[src/rtl/mem_access_unit_if.sv]
// ---------------------------------------------------------------------------
// mem_access_unit_if
// Data-memory bus between the load/store unit (master) and memory (slave).
// Simple req/ack protocol with per-byte-lane enables.
//   o_bus_req    master->slave  request, held until ack or abort
//   o_bus_we     master->slave  1 = write
//   o_bus_addr   master->slave  word-aligned address
//   o_bus_be     master->slave  byte enables, bit n = lane n (bits 8n+7:8n)
//   o_bus_wdata  master->slave  lane-replicated write data
//   i_bus_ack    slave->master  completion, read data valid same cycle
//   i_bus_rdata  slave->master  read word
// Signal names are from the unit's point of view.
// ---------------------------------------------------------------------------
interface mem_access_unit_if;
   logic        o_bus_req;
   logic        o_bus_we;
   logic [31:0] o_bus_addr;
   logic [3:0]  o_bus_be;
   logic [31:0] o_bus_wdata;
   logic        i_bus_ack;
   logic [31:0] i_bus_rdata;

   modport master (
      output o_bus_req, o_bus_we, o_bus_addr, o_bus_be, o_bus_wdata,
      input  i_bus_ack, i_bus_rdata
   );

   modport slave (
      input  o_bus_req, o_bus_we, o_bus_addr, o_bus_be, o_bus_wdata,
      output i_bus_ack, i_bus_rdata
   );
endinterface

[src/rtl/mem_access_unit.sv]
// ---------------------------------------------------------------------------
// mem_access_unit
// MIPS load/store stage: one data-memory transaction per request.
// Takes the ALU result as effective address and rt as store data, drives a
// req/ack bus with byte enables, returns sign/zero-extended load data, and
// flags misaligned accesses and bus timeouts.
//   i_clk, i_rst        clock, synchronous active-high reset
//   i_req               start access (sampled in IDLE only)
//   i_we                1 = store, 0 = load
//   i_size              00 byte, 01 half, 10 word, 11 reserved
//   i_unsigned          loads: 1 = zero-extend, 0 = sign-extend
//   i_addr, i_wdata     effective address, right-aligned store data
//   o_busy              high in BUS and RESP
//   o_done              one-cycle completion pulse
//   o_rdata             extended load data, held until next load completes
//   o_misalign          with o_done: misaligned address or reserved size
//   o_timeout           with o_done: no ack within TIMEOUT_CYCLES
//   bus                 memory bus (master modport)
// ---------------------------------------------------------------------------

// One byte lane of the store path: enable bit and write byte for lane LANE.
// The three byte sources are pre-sliced by the parent so each lane only sees
// the bits it can actually select.
module mau_lane #(
   parameter int LANE = 0
) (
   input  logic [1:0] i_lane,
   input  logic [1:0] i_size,
   input  logic [7:0] i_byte_src,
   input  logic [7:0] i_half_src,
   input  logic [7:0] i_word_src,
   output logic       o_be,
   output logic [7:0] o_wdata
);
   localparam logic [1:0] LP_IDX = 2'(LANE);

   always_comb begin
      o_be    = 1'b0;
      o_wdata = 8'h00;
      case (i_size)
         2'b00: begin
            o_be    = (i_lane == LP_IDX);
            o_wdata = i_byte_src;
         end
         2'b01: begin
            o_be    = (i_lane[1] == LP_IDX[1]);
            o_wdata = i_half_src;
         end
         2'b10: begin
            o_be    = 1'b1;
            o_wdata = i_word_src;
         end
         default: ;
      endcase
   end
endmodule

module mem_access_unit #(
   parameter int TIMEOUT_CYCLES = 255
) (
   input  logic                      i_clk,
   input  logic                      i_rst,
   input  logic                      i_req,
   input  logic                      i_we,
   input  logic [1:0]                i_size,
   input  logic                      i_unsigned,
   input  logic [31:0]               i_addr,
   input  logic [31:0]               i_wdata,
   output logic                      o_busy,
   output logic                      o_done,
   output logic [31:0]               o_rdata,
   output logic                      o_misalign,
   output logic                      o_timeout,
   mem_access_unit_if.master         bus
);
   localparam int          NUM_LANES = 4;
   localparam logic [15:0] LP_LAST   = 16'(TIMEOUT_CYCLES - 1);

   typedef enum logic [1:0] {S_IDLE, S_BUS, S_RESP} state_t;

   // Fields needed to shape load data once the ack arrives.
   typedef struct packed {
      logic [1:0] lane;
      logic [1:0] size;
      logic       uns;
   } req_t;

   state_t      r_state;
   req_t        r_req;
   logic [15:0] r_cnt;
   logic        r_busy;
   logic        r_done;
   logic [31:0] r_rdata;
   logic        r_misalign;
   logic        r_timeout;
   logic        r_bus_req;
   logic        r_bus_we;
   logic [31:0] r_bus_addr;
   logic [3:0]  r_bus_be;
   logic [31:0] r_bus_wdata;

   logic                          w_misalign;
   logic [NUM_LANES-1:0]          w_be;
   logic [NUM_LANES-1:0][7:0]     w_wdata;

   // Reserved size is reported as misaligned so it never reaches the bus.
   assign w_misalign = (i_size == 2'b11) ||
                       (i_size == 2'b01 && i_addr[0]) ||
                       (i_size == 2'b10 && (i_addr[1:0] != 2'b00));

   for (genvar g = 0; g < NUM_LANES; g++) begin : g_lane
      mau_lane #(.LANE(g)) u_lane (
         .i_lane     (i_addr[1:0]),
         .i_size     (i_size),
         .i_byte_src (i_wdata[7:0]),
         .i_half_src (i_wdata[8*(g%2) +: 8]),
         .i_word_src (i_wdata[8*g +: 8]),
         .o_be       (w_be[g]),
         .o_wdata    (w_wdata[g])
      );
   end

   function automatic logic [31:0] f_extract(input logic [31:0] rd, input req_t rq);
      logic [7:0]  b;
      logic [15:0] h;
      b = rd[{rq.lane, 3'b000} +: 8];
      h = rd[{rq.lane[1], 4'b0000} +: 16];
      case (rq.size)
         2'b00:   return rq.uns ? {24'h0, b} : {{24{b[7]}}, b};
         2'b01:   return rq.uns ? {16'h0, h} : {{16{h[15]}}, h};
         default: return rd;
      endcase
   endfunction

   always_ff @(posedge i_clk) begin
      if (i_rst) begin
         r_state     <= S_IDLE;
         r_req       <= '0;
         r_cnt       <= '0;
         r_busy      <= 1'b0;
         r_done      <= 1'b0;
         r_rdata     <= '0;
         r_misalign  <= 1'b0;
         r_timeout   <= 1'b0;
         r_bus_req   <= 1'b0;
         r_bus_we    <= 1'b0;
         r_bus_addr  <= '0;
         r_bus_be    <= '0;
         r_bus_wdata <= '0;
      end else begin
         case (r_state)
            S_IDLE: begin
               if (i_req) begin
                  r_req  <= '{lane: i_addr[1:0], size: i_size, uns: i_unsigned};
                  r_busy <= 1'b1;
                  if (w_misalign) begin
                     r_state    <= S_RESP;
                     r_done     <= 1'b1;
                     r_misalign <= 1'b1;
                  end else begin
                     r_state     <= S_BUS;
                     r_cnt       <= '0;
                     r_bus_req   <= 1'b1;
                     r_bus_we    <= i_we;
                     r_bus_addr  <= {i_addr[31:2], 2'b00};
                     r_bus_be    <= w_be;
                     r_bus_wdata <= w_wdata;
                  end
               end
            end
            S_BUS: begin
               // Ack wins over the final count.
               if (bus.i_bus_ack || r_cnt == LP_LAST) begin
                  if (bus.i_bus_ack) begin
                     if (!r_bus_we) r_rdata <= f_extract(bus.i_bus_rdata, r_req);
                  end else begin
                     r_timeout <= 1'b1;
                  end
                  r_state     <= S_RESP;
                  r_done      <= 1'b1;
                  r_bus_req   <= 1'b0;
                  r_bus_we    <= 1'b0;
                  r_bus_addr  <= '0;
                  r_bus_be    <= '0;
                  r_bus_wdata <= '0;
               end else begin
                  r_cnt <= r_cnt + 16'd1;
               end
            end
            S_RESP: begin
               r_state    <= S_IDLE;
               r_busy     <= 1'b0;
               r_done     <= 1'b0;
               r_misalign <= 1'b0;
               r_timeout  <= 1'b0;
            end
            default: r_state <= S_IDLE;
         endcase
      end
   end

   assign o_busy          = r_busy;
   assign o_done          = r_done;
   assign o_rdata         = r_rdata;
   assign o_misalign      = r_misalign;
   assign o_timeout       = r_timeout;
   assign bus.o_bus_req   = r_bus_req;
   assign bus.o_bus_we    = r_bus_we;
   assign bus.o_bus_addr  = r_bus_addr;
   assign bus.o_bus_be    = r_bus_be;
   assign bus.o_bus_wdata = r_bus_wdata;
endmodule
[src/flat_wrapper.sv]
// flat-port wrapper written by rule: the top's interface ports become plain ports
module mem_access_unit_flat 
#(
   parameter int TIMEOUT_CYCLES = 255
)
  (i_clk, i_rst, i_req, i_we, i_size, i_unsigned, i_addr, i_wdata, o_busy, o_done, o_rdata, o_misalign, o_timeout, bus_o_bus_req, bus_o_bus_we, bus_o_bus_addr, bus_o_bus_be, bus_o_bus_wdata, bus_i_bus_ack, bus_i_bus_rdata);
  mem_access_unit_if bus_i ();
  input  logic i_clk;
  input  logic i_rst;
  input  logic i_req;
  input  logic i_we;
  input  logic [1:0] i_size;
  input  logic i_unsigned;
  input  logic [31:0] i_addr;
  input  logic [31:0] i_wdata;
  output logic o_busy;
  output logic o_done;
  output logic [31:0] o_rdata;
  output logic o_misalign;
  output logic o_timeout;
  output wire logic [$bits(bus_i.o_bus_req)-1:0] bus_o_bus_req;
  output wire logic [$bits(bus_i.o_bus_we)-1:0] bus_o_bus_we;
  output wire logic [$bits(bus_i.o_bus_addr)-1:0] bus_o_bus_addr;
  output wire logic [$bits(bus_i.o_bus_be)-1:0] bus_o_bus_be;
  output wire logic [$bits(bus_i.o_bus_wdata)-1:0] bus_o_bus_wdata;
  input wire logic [$bits(bus_i.i_bus_ack)-1:0] bus_i_bus_ack;
  input wire logic [$bits(bus_i.i_bus_rdata)-1:0] bus_i_bus_rdata;
  assign bus_o_bus_req = bus_i.o_bus_req;
  assign bus_o_bus_we = bus_i.o_bus_we;
  assign bus_o_bus_addr = bus_i.o_bus_addr;
  assign bus_o_bus_be = bus_i.o_bus_be;
  assign bus_o_bus_wdata = bus_i.o_bus_wdata;
  assign bus_i.i_bus_ack = bus_i_bus_ack;
  assign bus_i.i_bus_rdata = bus_i_bus_rdata;
  mem_access_unit #(.TIMEOUT_CYCLES(TIMEOUT_CYCLES)) u_core (.i_clk(i_clk), .i_rst(i_rst), .i_req(i_req), .i_we(i_we), .i_size(i_size), .i_unsigned(i_unsigned), .i_addr(i_addr), .i_wdata(i_wdata), .o_busy(o_busy), .o_done(o_done), .o_rdata(o_rdata), .o_misalign(o_misalign), .o_timeout(o_timeout), .bus(bus_i));
endmodule
[config.mk]
export PLATFORM = sky130hd
export DESIGN_NAME = mem_access_unit_flat
export DESIGN_NICKNAME = d
export VERILOG_FILES = /design/src/rtl/mem_access_unit_if.sv /design/src/rtl/mem_access_unit.sv /design/src/flat_wrapper.sv
export SDC_FILE = /design/constraint.sdc
export NUM_CORES = 1
export LEC_CHECK = 0
export ABC_AREA = 1
export ABC_CLOCK_PERIOD_IN_PS = 2800
export CAP_MARGIN = 20
export CORE_MARGIN = 1
export CORE_UTILIZATION = 48
export CTS_CLUSTER_SIZE = 16
export DETAILED_ROUTE_END_ITERATION = 8
export GPL_ROUTABILITY_DRIVEN = 0
export PLACE_DENSITY_LB_ADDON = 0.2
export SLEW_MARGIN = 40
export SYNTH_ARGS = -nofsm -noshare
export SYNTH_HDL_FRONTEND = slang
export SYNTH_SLANG_ARGS = --single-unit
[constraint.sdc]
create_clock -name i_clk -period 2.8 [get_ports i_clk]
set_clock_uncertainty 0.15 [all_clocks]
set_input_delay 0.28 -clock i_clk [delete_from_list [all_inputs] [get_ports i_clk]]
set_output_delay 0.28 -clock i_clk [all_outputs]
set_load 0.005 [all_outputs]
# [After elaboration in Yosys (flattened, before gate mapping)]
# Cells that the tools add are included.
[totals] output_inout_bits=106 inputBits=104 word_cells=109 ff_bits=129
[op_classes] reduce_logical=26 n_shift=2 addsub=1 muxes=47 eq_ne=16 n_bitwise=2
[op_table] operator="$mux 32" count=7
[op_table] operator="$pmux 32 s2" count=3
[op_table] operator="$mux 16" count=3
[op_table] operator="$pmux 16 s2" count=1
[op_table] operator="$pmux 8 s2" count=2
[op_table] operator="$shiftx 32x6->16" count=1
[op_table] operator="$shiftx 32x6->8" count=1
[op_table] operator="$pmux 8 s3" count=1
[op_table] operator="$add 16x1->16 const B" count=1
[op_table] operator="$eq 16x8->1 const B" count=1
[op_table] operator="$reduce_and 4->1" count=4
[op_table] operator="$pmux 1 s3" count=5
[op_table] operator="$mux 4" count=3
[op_table] operator="$mux 1" count=11
[op_table] operator="$eq 2x2->1 const B" count=5
[op_table] operator="$pmux 1 s2" count=5
[op_table] operator="$eq 2x1->1 const B" count=4
[op_table] operator="$logic_not 2->1" count=4
[op_table] operator="$mux 8" count=1
[op_table] operator="$ne 2x2->1 const B" count=4
[op_table] operator="$pmux 4 s2" count=1
[op_table] operator="$reduce_bool 2->1" count=4
[op_table] operator="$mux 2" count=3
[op_table] operator="$reduce_and 2->1" count=3
[op_table] operator="9 further kinds" count=16

# [Logic depth before layout (Yosys ltp)]
# Gate-level depths: netlist of run 1.
[logic_depth] depth_word=7 ltp_mapped=13

# [Cells and area by module]
# A second synthesis of run 1 with hierarchy kept.
[unflattened] cells_unflattened=959 area_unflattened_um2=6406.1
[by_module_without_submodules] mod="mem_access_unit" seq_area_each_um2=2542.4 cells_each=793 instances=1 area_each_um2=5535.3
[by_module_without_submodules] mod="mau_lane (u_core.g_lane[0].u_lane)" seq_area_each_um2=0.0 cells_each=41 instances=1 area_each_um2=254.0
[by_module_without_submodules] mod="mau_lane (u_core.g_lane[3].u_lane)" seq_area_each_um2=0.0 cells_each=41 instances=1 area_each_um2=215.2
[by_module_without_submodules] mod="mau_lane (u_core.g_lane[2].u_lane)" seq_area_each_um2=0.0 cells_each=43 instances=1 area_each_um2=202.7
[by_module_without_submodules] mod="mau_lane (u_core.g_lane[1].u_lane)" seq_area_each_um2=0.0 cells_each=41 instances=1 area_each_um2=198.9

# [Worst setup path after synthesis of run 1]
# OpenSTA, ideal clock, no wires.
[synth_timing] kind="input -> register" from="input port i_size[1]" to="register u_core.r_bus_addr[13], in the netlist u_core.bus.o_bus_addr[13]" path_stages=11 setup_slack_ns=0.949 path_buffers=3 required_time_ns=2.518 arrival_ns=1.569 cell_sequence="inv_1 -> ha_1 -> buf_6 -> a21oi_2 -> nand2_2 -> a21oi_4 -> nand2_2 -> buf_6 -> buf_6 -> nand2_1 -> a21oi_1"
[synth_via] elab_chain_len=6
[synth_lines] element="start: declaration" line="flat_wrapper.sv:12" rtl="input logic [1:0] i_size;"
[synth_lines] element="$eq 2x1->1" line="mem_access_unit.sv:108" rtl="(i_size == 2'b01 && i_addr[0]) ||"
[synth_lines] element="$logic_and 1x1->1" line="mem_access_unit.sv:108"
[synth_lines] element="$logic_or 1x1->1" line="mem_access_unit.sv:107" rtl="assign w_misalign = (i_size == 2'b11) ||"
[synth_lines] element="$logic_or 1x1->1 *" line="mem_access_unit.sv:108"
[synth_lines] element="$ne 2x2->1 (no source line) *"
[synth_lines] element="$reduce_and 4->1 (no source line) *"
[synth_lines] element="end signal: assignment" line="mem_access_unit.sv:165" rtl="r_bus_addr <= {i_addr[31:2], 2'b00};"
[synth_lines] element="end: declaration" line="mem_access_unit.sv:98" rtl="logic [31:0] r_bus_addr;"
# Mark *: on every way between the ends. The rest lies on a longest branch, timed or not.
# A chain may end at the register's enable or synchronous reset.

# [Worst setup path after layout of run 1]
[layout_timing] from="register u_core.r_cnt[0]" to="register u_core.r_bus_wdata[11], in the netlist u_core.bus.o_bus_wdata[11]"
[layout_via] elab_chain_len=4
[layout_lines] element="start: declaration" line="mem_access_unit.sv:90" rtl="logic [15:0] r_cnt;"
[layout_lines] element="start signal: assignment" line="mem_access_unit.sv:187" rtl="r_cnt <= r_cnt + 16'd1;"
[layout_lines] element="$eq 16x8->1" line="mem_access_unit.sv:173" rtl="if (bus.i_bus_ack || r_cnt == LP_LAST) begin"
[layout_lines] element="$logic_or 1x1->1" line="mem_access_unit.sv:173"
[layout_lines] element="$ne 2x1->1 (no source line)"
[layout_lines] element="$reduce_and 4->1 (no source line)"
[layout_lines] element="end signal: assignment" line="mem_access_unit.sv:167" rtl="r_bus_wdata <= w_wdata;"
[layout_lines] element="end: declaration" line="mem_access_unit.sv:100" rtl="logic [31:0] r_bus_wdata;"
# No other way between the ends.

==> results of run 1 <==
[Yosys cell counts, drive strengths merged, types with 4 or more instances]
library cell,n
a21boi,7
ha,7
buf,31
nand2,227
a31oi,4
o21ai,54
nand3,44
inv,55
nand4,22
or2,8
a21oi,143
nor2,63
dfxtp,127
clkbuf,25
o211ai,22
[worst min-delay path: stages]
cell	delay [ns]
clkdlybuf4s50_1	0.40
inv_1	0.05
a21oi_1	0.05
[cells by family (layout without fill, tap and decap cells)]
logic type,after synthesis,in the layout
AND/OR/NAND/NOR,375,375
XOR/XNOR,2,2
flip-flops,127,127
buffers and inverters,113,313
other,1,2
AO/OA/AOI/OAI,233,233
adder cells (fa/ha/maj),7,7
[metrics by stage]
step	setup WS [ns]	power (mW)	cell area [sq um]	util [%]	instances
floorplan	0.949	2.51	6040	-	859
global placement	0.267	2.95	8160	67.3	1195
detailed placement	0.170	2.96	8160	67.4	1195
CTS	0.527	5.07	8740	72.2	1227
global route	0.360	5.27	8740	72.2	1227
finish	0.532	5.05	8740	72.2	1227
[state kept, by name, summed over array words and instances, names as in the netlist, 2 cells and up]
signal and flops:
u_core.bus.o_bus_addr 30, u_core.bus.o_bus_be 4, u_core.bus.o_bus_wdata 32, u_core.o_rdata 32
u_core.r_cnt 16, u_core.r_req 5, u_core.r_state 2
[power breakdown]
group | internal (mW) | switching, mW
sequential | 1.91 | 0.0629
combinational | 0.452 | 0.514
clock | 1.29 | 0.818
[metal layers]
| metal | part of all wire [%] | up-vias | global-route usage, % | wire, microns |
|---|---|---|---|---|
| met5 | 0 | - | 0 | 0 |
| met3 | 8.5 | 31 | 6.41 | 1550 |
| met1 | 44 | 2908 | 37.2 | 8020 |
| met4 | 2.2 | 0 | 11.7 | 401 |
| met2 | 45 | 311 | 43.4 | 8260 |
| li1 | - | 3234 | - | - |
[final cells by class]
class / instances / area, sq um / share of cell area (%)
Clock inverter: 12 / 113 / 1.29
Timing Repair Buffer: 224 / 2210 / 25.3
Sequential cell: 127 / 2540 / 29.1
Tap cell: 168 / 210 / 2.41
Clock buffer: 20 / 467 / 5.34
Inverter: 57 / 214 / 2.45
Multi-Input combinational cell: 619 / 2980 / 34.1
[how the worst max path moves through the flow]
stage	startpoint	to	slack, ns	cells past startpoint
6_report	u_core.r_cnt[0]	u_core.bus.o_bus_wdata[11]	0.53	9
5_1_grt	u_core.r_cnt[0]	u_core.bus.o_bus_wdata[11]	0.36	9
4_1_cts	u_core.r_cnt[0]	u_core.bus.o_bus_wdata[11]	0.53	9
3_5_place_dp	i_size[1]	u_core.bus.o_bus_addr[7]	0.17	11
3_3_place_gp	i_size[1]	u_core.bus.o_bus_addr[14]	0.27	11
2_1_floorplan	i_size[1]	u_core.bus.o_bus_addr[13]	0.95	11
==> key figures, run 1 <==
Critical path
  – Crit end category: flop
  – CP Max Fanout: 38
  – Critical Path AT: 2.45 ns
  – CP Buf/Inv Count: 2
  – Crit path largest cell delay: ~0.45 ns
  – R2r setup slk: 0.53 ns
  – Worst r2r src: u_core.r_cnt[0]
  – Startpoint type of the worst setup path: flop
  – FF-to-FF End: u_core.bus.o_bus_wdata[11]
  – Cells along the critical path: inv_1 -> ha_1 -> nor3b_1 -> nand3_1 -> nand2_2 -> nand2_2 -> buf_4 -> nand2_1 -> a21oi_1
  – Crit Path Category: flop to flop
  – Worst endpoint required time: 2.99 ns
  – CP max stage cell: dfxtp_1
  – R2r worst-path depth: 9
  – Crit path max-delay family: simple AND/OR/NAND/NOR gates
  – CP most frequent cell: nand2_2

Global route
  – Initial antenna violation count: 0
  – Global-route wire length before repair: 28.5 mm
  – Vias in the first global route: 5790
  – Largest net degree at the start of global routing: 88
  – Grt ovf: 0
  – GRT Total Usage: 27.9%

Synthesis
  – Leading area contributor after synthesis: dfxtp_1
  – Synth cell types: 39
  – Number of synthesized flops with an enable pin: 0
  – Largest cells by area after synthesis: dfxtp_1 42%, nand2_1 14%, a21oi_1 12%
  – Syn Area/Cell: 7.03 sq um
  – Mux share of post-synthesis cell area: 0%
  – Most used DFF post-synth: dfxtp_1
  – Synth warn: 0
  – Post-synthesis xor/xnor area fraction: less than 1%
  – Post-Syn Area: about 0.0060 sq mm
  – #FFs+latches synth: between 100 and 150
  – Top-area cell type share of the netlist area: 42.1%
  – Async S/R FF share, synth: 0%
  – Largest family of logic cells by synthesized area: simple AND/OR/NAND/NOR gates
  – Post-Syn Instances: about 860
  – Post-synthesis compound-gate area fraction: 21.0%
  – Post-Synth Adder-Cell Area: 1.45%
  – Simple-gate share of the synthesized area: 26.5%
  – Sequential cell area fraction in the yosys report: 42.1%

Clock network
  – Inserted Clock Buffers: 17
  – Worst-path clk slew: ~0.06 ns
  – CTS Buffer Depth: 2
  – CTS Sinks: 127
  – Htree depth: 4
  – # hold bufs at CTS: 0
  – Worst-Skew Late Latency: 0.41 ns
  – Setup bufs post-CTS: 0
  – # resized after CTS: 0
  – CTS tree: built
  – Root buf cell: clkbuf_16

Worst hold path
  – Type of the most critical hold path: input pin to flop
  – WHS Path Cells: 3
  – Worst Hold Path EP: u_core.r_req[0]
  – Hold Crit Start: i_unsigned

Floorplanning
  – DIE AREA: 0.0130 sq mm
  – Placement Rows: 40
  – Initial Util: 49.8%
  – Die Width: 114 microns
  – Core area: 0.0121 sq mm
  – Io pins: 210
  – Die span in y: 114 microns

STA
  – Worst Tran Pin Value: approximately 0.7 ns
  – Setup violators final: 0
  – Final Critical Period: around 2.3 ns
  – Min Hold Slack: between 0.2 and 0.3 ns
  – Max-slew violation count: 0
  – FMAX: around 0.44 GHz
  – Crit share post-route: 81.0%
  – Setup Total Neg Slack: 0 ns
  – Slew margin rel.: 53.8%
  – Endpoints failing hold: 0
  – RSZ-0062 raised after global routing: false

Final layout
  – Area Growth Syn to Fin: 44.8%
  – Fillers: 1026
  – Most common cell after layout, fill and taps aside: nand2_1
  – Fin nets: ~1200
  – Most frequent cells in the layout: 222 x nand2_1, 206 x clkdlybuf4s50_1, 141 x a21oi_1
  – Diodes inserted: 0
  – Share of layout cells above drive strength 1: 6.99%

Route
  – DRC: 0
  – Drt initial violations: 623
  – TritonRoute pass-1 iters: 5
  – Post-route antenna net violation count: 0
  – Via count: 6484
  – Final wirelength: 18.2 mm
  – Average via count per standard cell: 5.28
  – WL/cell: 14.9 microns

Placed design
  – Post-DP HPWL: 12.6 mm
  – Count of input and output buffers: between 200 and 250

Run
  – MaxCap Viol Count: 0

Power and ir drop
  – VDD IR-drop max: 290 uV
  – PD cells: 578 mW/mm^2
  – Pleak: 3.34 nW

Status
  – Outcome: complete, no violations
Power figures use the tool's default switching activity.
==> run 2, diff against run 1 <==
--- a/config.mk
+++ b/config.mk
@@ -6,10 +6,10 @@
 export NUM_CORES = 1
 export LEC_CHECK = 0
 export ABC_AREA = 1
-export ABC_CLOCK_PERIOD_IN_PS = 2800
+export ABC_CLOCK_PERIOD_IN_PS = 2100
 export CAP_MARGIN = 20
 export CORE_MARGIN = 1
-export CORE_UTILIZATION = 48
+export CORE_UTILIZATION = 46
 export CTS_CLUSTER_SIZE = 16
 export DETAILED_ROUTE_END_ITERATION = 8
 export GPL_ROUTABILITY_DRIVEN = 0
==> constraint.sdc (replaced) <==
create_clock -name i_clk -period 2.1 [get_ports i_clk]
set_clock_uncertainty 0.15 [all_clocks]
set_input_delay 0.21 -clock i_clk [delete_from_list [all_inputs] [get_ports i_clk]]
set_output_delay 0.21 -clock i_clk [all_outputs]
set_load 0.005 [all_outputs]
==> key figures, run 2 (synthesized netlist as in run 1, its figures left out) <==
Placed design
  – Dpl cells: 1221 (+2.2%)
  – Post-DP HPWL: 13.0 mm (+3.4%)
  – Placed cell area: 0.00838 sq mm (+2.7%)
  – Count of input and output buffers: 207 (unchanged)

Critical path
  – Startpoint type of the worst setup path: flop
  – Cells along the critical path: ha_1 -> nor3b_1 -> nand3_1 -> nand2_2 -> buf_4 -> nand4_1 -> a21oi_1
  – Critical Path AT: 2.12 ns (-0.33 ns)
  – Worst r2r src: u_core.r_cnt[1]
  – Crit path max-delay family: simple AND/OR/NAND/NOR gates
  – Crit path largest cell delay: 0.39 ns (-0.06 ns)
  – CP Max Fanout: 27 (-29%)
  – CP max stage cell: dfxtp_1
  – FF-to-FF End: u_core.bus.o_bus_wdata[24]
  – Crit end category: flop
  – R2r setup slk: 0.18 ns (-0.35 ns)
  – R2r worst-path depth: 7 (-2)
  – Crit Path Category: flop to flop
  – CP Buf/Inv Count: 1 (-1)
  – Worst endpoint required time: 2.30 ns (-0.69 ns)

Global route
  – Global-route wire length before repair: 28.3 mm (-0.82%)
  – Initial antenna violation count: 1 (+1)
  – Grt ovf: 0 (unchanged)
  – Vias in the first global route: 5763 (-0.47%)
  – Largest net degree at the start of global routing: 50 (-43%)
  – GRT Total Usage: 27.0% (-0.91 points)

Power and ir drop
  – PD cells: 767 mW/mm^2 (+33%)
  – Total power: 6.87 mW (+36%)
  – VDD IR-drop max: 530 uV (+83%)
  – Pleak: 3.49 nW (+4.5%)

Final layout
  – Design Area, Final: 0.00896 sq mm (+2.6%)
  – Diodes inserted: 0 (unchanged)
  – Fin nets: 1180 (+2.0%)
  – Post-layout util: 70.5% (-1.7 points)
  – Register Area: 0.00254 sq mm (unchanged)
  – Most frequent cells in the layout: 222 x nand2_1, 206 x clkdlybuf4s50_1, 141 x a21oi_1
  – Area Growth Syn to Fin: 48.5%
  – Share of layout cells above drive strength 1: 8.52% (+1.5 points)
  – Fillers: 1067 (+4.0%)
  – Multi-input logic area: 0.00299 sq mm (about the same)
  – Most common cell after layout, fill and taps aside: nand2_1
  – Finished Layout Cells: 1252 (+2.0%)

Floorplanning
  – Core area: 0.0127 sq mm (+5.0%)
  – DIE AREA: 0.0136 sq mm (+4.3%)
  – Die span in y: 117 microns (+2.1%)
  – Placement Rows: 41 (+2.5%)
  – Initial Util: 47.4% (-2.4 points)
  – Io pins: 210 (unchanged)
  – Die Width: 117 microns (+2.1%)

Route
  – Post-route antenna net violation count: 0 (unchanged)
  – TritonRoute pass-1 iters: 5 (unchanged)
  – WL/cell: 14.7 microns (-1.0%)
  – Average via count per standard cell: 5.17 (-2.2%)
  – DRC: 0 (unchanged)
  – Final wirelength: 18.4 mm (+1.0%)
  – Via count: 6470 (-0.22%)
  – Drt initial violations: 505 (-19%)

STA
  – Setup Total Neg Slack: 0 ns (unchanged)
  – Setup violators final: 0 (unchanged)
  – Slew margin rel.: 64.5% (+11 points)
  – Endpoints failing hold: 0 (unchanged)
  – Final Critical Period: 1.92 ns (-0.345 ns)
  – FMAX: 0.520 GHz (+18%)
  – Max-slew violation count: 0 (unchanged)
  – RSZ-0062 raised after global routing: false
  – Crit share post-route: 91.6% (+11 points)
  – Worst Tran Pin Value: 0.533 ns (-0.160 ns)

Clock network
  – Inserted Clock Buffers: 17 (unchanged)
  – CTS Sinks: 127 (unchanged)
  – CTS Buffer Depth: 2 (unchanged)
  – Root buf cell: clkbuf_16
  – Worst-path clk slew: 0.05 ns (about the same)
  – Htree depth: 4 (unchanged)
  – CTS tree: built
  – Worst-Skew Late Latency: 0.42 ns (about the same)

Status
  – Outcome: complete, no violations

Worst hold path
  – Hold Crit Start: i_addr[17]
  – Worst Hold Path EP: u_core.bus.o_bus_addr[17]
  – Type of the most critical hold path: input pin to flop
  – WHS Path Cells: 3 (unchanged)

Run
  – MaxCap Viol Count: 0 (unchanged)
-- run 2: cell types whose count changed in the layout (fill, tap and decap cells not counted), moves of 2 or more --
cell / before / now
clkinv_4: 2 / 0
clkinv_2: 1 / 3
buf_12: 1 / 5
buf_4: 15 / 34
clkbuf_1: 0 / 3
clkinvlp_4: 8 / 1
-- run 2: layout make-up --
type	instances	area share, %
multi-input cells	619	33.3
flip-flops and latches	127	28.4
repair buffers	247	27.1
clock buffers	24	5.49
well taps	172	2.40
inverters	57	2.39
clock inverters	6	0.921
-- run 2: metal layers --
metal / vias to the layer above / global-route usage, % / wire length (microns)
met5: - / 0 / 11
met4: 2 / 12.2 / 482
met3: 36 / 7.21 / 1510
met2: 293 / 42.1 / 8360
met1: 2849 / 34.8 / 8040
li1: 3290 / - / -
-- run 2: worst max path at each step --
stage	start	to	depth (start not counted)
floorplan	i_size[1]	u_core.bus.o_bus_addr[13]	11
global placement	i_size[0]	u_core.bus.o_bus_wdata[23]	8
detailed placement	i_size[0]	u_core.bus.o_bus_wdata[21]	8
CTS	i_size[0]	u_core.bus.o_bus_wdata[22]	8
global route	u_core.r_cnt[1]	u_core.bus.o_bus_wdata[15]	7
finish	u_core.r_cnt[1]	u_core.bus.o_bus_wdata[24]	7
-- run 2: stage by stage --
stage / worst slack (ns) / hold slack (ns)
3_3_place_gp: -0.159 / 0.294
3_5_place_dp: -0.209 / 0.294
5_1_grt: 0.0147 / 0.216
6_report: 0.177 / 0.202
4_1_cts: 0.155 / 0.191
2_1_floorplan: 0.319 / 0.188
-- run 2: power by group --
part | switching (mW) | internal [mW]
sequential | 0.0831 | 2.55
combinational | 0.702 | 0.676
clock | 1.01 | 1.85
-- run 2: tightest hold or removal path, stage by stage --
cell	delay [ns]
clkdlybuf4s50_1	0.39
nand2_1	0.06
a21oi_1	0.05
-- run 2: timing repair --
action / CTS / global route
gates resized for setup: 0 / 1
hold buffers: 1 / 0
setup buffers: 0 / 0
setup endpoints to repair: 0 / 1
endpoints found under the hold margin: 2 / 0
==> run 3, diff against run 2 <==
--- a/config.mk
+++ b/config.mk
@@ -6,10 +6,10 @@
 export NUM_CORES = 1
 export LEC_CHECK = 0
 export ABC_AREA = 1
-export ABC_CLOCK_PERIOD_IN_PS = 2100
+export ABC_CLOCK_PERIOD_IN_PS = 2170
 export CAP_MARGIN = 20
 export CORE_MARGIN = 1
-export CORE_UTILIZATION = 46
+export CORE_UTILIZATION = 47
 export CTS_CLUSTER_SIZE = 16
 export DETAILED_ROUTE_END_ITERATION = 8
 export GPL_ROUTABILITY_DRIVEN = 0
@@ -17,4 +17,5 @@
 export SLEW_MARGIN = 40
 export SYNTH_ARGS = -nofsm -noshare
 export SYNTH_HDL_FRONTEND = slang
+export SYNTH_HIERARCHICAL = 1
 export SYNTH_SLANG_ARGS = --single-unit
==> constraint.sdc (replaced) <==
create_clock -name i_clk -period 2.17 [get_ports i_clk]
set_clock_uncertainty 0.15 [all_clocks]
set_input_delay 0.217 -clock i_clk [delete_from_list [all_inputs] [get_ports i_clk]]
set_output_delay 0.217 -clock i_clk [all_outputs]
set_load 0.005 [all_outputs]
==> key figures, run 3 <==
STA
  – Min Hold Slack: 0.111 ns (-0.0914 ns)
  – Setup Total Neg Slack: 0 ns (unchanged)
  – Crit share post-route: 88.8% (-2.7 points)
  – Worst Tran Pin Value: 0.704 ns (+0.172 ns)
  – Max-slew violation count: 0 (unchanged)
  – Final Critical Period: 1.93 ns (+0.00466 ns)
  – Slew margin rel.: 53.0% (-11 points)
  – FMAX: 0.519 GHz (-0.24%)
  – Endpoints failing hold: 0 (unchanged)
  – Setup violators final: 0 (unchanged)
  – RSZ-0062 raised after global routing: false

Critical path
  – Crit end category: flop
  – Critical Path Source: u_core/r_req[4]
  – Critical Path AT: 2.03 ns (-0.09 ns)
  – R2r setup slk: 0.24 ns (+0.07 ns)
  – Worst r2r src: u_core/r_req[4]
  – Worst setup endpoint: u_core/o_rdata[31]
  – CP Max Fanout: 16 (-41%)
  – R2r worst-path depth: 6 (-1)
  – Worst endpoint required time: 2.27 ns (-0.03 ns)
  – Startpoint type of the worst setup path: flop
  – Crit Path Category: flop to flop
  – FF-to-FF End: u_core/o_rdata[31]

Synthesis
  – Leading area contributor after synthesis: dfxtp_1
  – Synth cell types: 35 (-10%)
  – Number of synthesized flops with an enable pin: 0 (unchanged)
  – Most frequent cell after synthesis: nand2_1
  – Post-Syn Area: 0.00641 sq mm (+6.1%)
  – Top-area cell type share of the netlist area: 39.7% (-2.4 points)
  – Sequential cell area fraction in the yosys report: 39.7% (-2.4 points)
  – Post-Syn Instances: 959 (+12%)
  – Largest cells by area after synthesis: dfxtp_1 40%, nand2_1 17%, a21oi_1 10%
  – Async S/R FF share, synth: 0% (unchanged)
  – Most used DFF post-synth: dfxtp_1
  – Synth warn: 6 (+6)
  – #FFs+latches synth: 127 (unchanged)
  – Commonest cells in the netlist: 296 x nand2_1, 132 x a21oi_1, 127 x dfxtp_1, 109 x nand3_1, 57 x nor2_1
  – Syn Area/Cell: 6.68 sq um (-5.0%)

Final layout
  – Diodes inserted: 0 (unchanged)
  – Register Area: 0.00254 sq mm (unchanged)
  – Most common cell after layout, fill and taps aside: nand2_1
  – Share of layout cells above drive strength 1: 8.22% (-0.30 points)
  – Fillers: 1167 (+9.4%)
  – Most frequent cells in the layout: 296 x nand2_1, 204 x clkdlybuf4s50_1, 132 x a21oi_1
  – Fin nets: 1262 (+6.9%)
  – Post-layout util: 70.0% (-0.42 points)
  – Area Growth Syn to Fin: 44.8%
  – Finished Layout Cells: 1344 (+7.3%)
  – Multi-input logic area: 0.00330 sq mm (+11%)

Route
  – WL/cell: 14.4 microns (-2.3%)
  – Average via count per standard cell: 5.21 (+0.76%)
  – Met2 wire len: 8.98 mm (+7.4%)
  – DR top layer: met4
  – DRC: 0 (unchanged)
  – M1 WL: 8.60 mm (+7.0%)
  – Via count: 6998 (+8.2%)
  – Post-route antenna net violation count: 0 (unchanged)
  – Final wirelength: 19.3 mm (+4.9%)
  – WL met3: 1.27 mm (-16%)
  – Drt initial violations: 555 (+9.9%)
  – TritonRoute pass-1 iters: 6 (+1)

Placed design
  – Post-DP HPWL: 13.6 mm (+4.2%)
  – Count of input and output buffers: 207 (unchanged)
  – Dpl cells: 1313 (+7.5%)

Clock network
  – CTS Buffer Depth: 2 (unchanged)
  – CTS Sinks: 127 (unchanged)
  – CTS tree: built
  – Worst-path clk slew: 0.05 ns (about the same)
  – Setup bufs post-CTS: 0 (unchanged)
  – Worst-Skew Late Latency: 0.41 ns (about the same)
  – # hold bufs at CTS: 0 (-1)
  – Htree depth: 4 (unchanged)
  – # resized after CTS: 0 (unchanged)
  – Root buf cell: clkbuf_16
  – Inserted Clock Buffers: 17 (unchanged)

Power and ir drop
  – PD cells: 715 mW/mm^2 (-6.7%)
  – Combinational share of power: 18.3% (-1.8 points)
  – Switching Fraction: 25.9% (-0.17 points)
  – P_int: 4.91 mW (-3.3%)
  – Total power: 6.63 mW (-3.5%)
  – Psw: 1.72 mW (-4.1%)
  – VDD IR-drop max: 604 uV (+14%)
  – Proportion of power drawn by the clock network: 43.9% (+2.3 points)
  – Sequential group share of total power: 37.8% (-0.5 points)
  – Pleak: 3.69 nW (+5.8%)

Floorplanning
  – Die Width: 119 microns (+1.9%)
  – Io pins: 210 (unchanged)
  – Initial Util: 48.4% (+0.93 points)
  – DIE AREA: 0.0141 sq mm (+3.8%)
  – Core area: 0.0132 sq mm (+4.1%)
  – Placement Rows: 42 (+2.4%)
  – Die span in y: 119 microns (+1.9%)

Worst hold path
  – Type of the most critical hold path: input pin to flop
  – WHS Path Cells: 3 (unchanged)

Global route
  – GRT Total Usage: 27.2% (+0.22 points)
  – Largest net degree at the start of global routing: 91 (+82%)
  – Initial antenna violation count: 0 (-1)
  – Global-route wire length before repair: 30.7 mm (+8.6%)
  – Vias in the first global route: 6249 (+8.4%)
  – Grt ovf: 0 (unchanged)

Status
  – Outcome: complete, no violations

Run
  – MaxCap Viol Count: 0 (unchanged)
## run 3: final cells by class
class,count,area share (%)
clock buffer,23,5.15
clock inverter,8,1.42
inverter,68,2.83
multi-input combinational,709,35.6
sequential,127,27.4
tap,176,2.37
timing repair buffer,233,25.2
## run 3: stage by stage
stage / setup slack, ns / cell area [sq um]
after floorplan: 0.538 / 6410
after global placement: 0.183 / 8670
after detailed placement: 0.108 / 8670
after CTS: 0.265 / 9280
after global routing: 0.106 / 9280
final: 0.243 / 9280
## run 3: logic make-up after synthesis
| kind of cell | Yosys count | synth area share (%) |
|---|---|---|
| compound gates | 199 | 16.7 |
| xor+xnor | 4 | 0.547 |
| fa+ha+maj | 2 | 0.391 |
| buf+inv | 124 | 8.85 |
| flops | 127 | 39.7 |
| other cells | 1 | 0.0585 |
| simple gates | 502 | 33.7 |
## run 3: power groups by stage
stage	clock [mW]	sequential, mW	combinational, mW
after floorplan	0	2.55	0.601
after global placement	0	2.55	1.19
after detailed placement	0	2.55	1.20
after CTS	2.96	2.51	1.21
after global routing	3.07	2.52	1.33
final	2.91	2.50	1.21
## run 3: how the worst min path moves through the flow
stage	endpoint	from
global placement	u_core/bus.o_bus_addr[26]	u_core/bus.o_bus_addr[26]
global route	u_core/r_req[2]	i_size[1]
detailed placement	u_core/bus.o_bus_addr[3]	u_core/bus.o_bus_addr[3]
finish	u_core/r_req[2]	i_size[1]
CTS	u_core/r_req[2]	i_size[1]
floorplan	u_core/o_misalign	i_req
## run 3: worst max-delay path, stage by stage (launching register included)
cell and delay (ns):
dfxtp_1 0.33, buf_4 0.19, nand2_1 0.08, o21ai_0 0.10
and2_1 0.18, o21ai_2 0.58, a21oi_1 0.16
## run 3: layer usage
metal  up-vias  GRT usage [%]
met5         -              0
met4         0           11.8
met3        32           5.65
met2       264           43.4
met1      3163           35.3
li1       3539              -
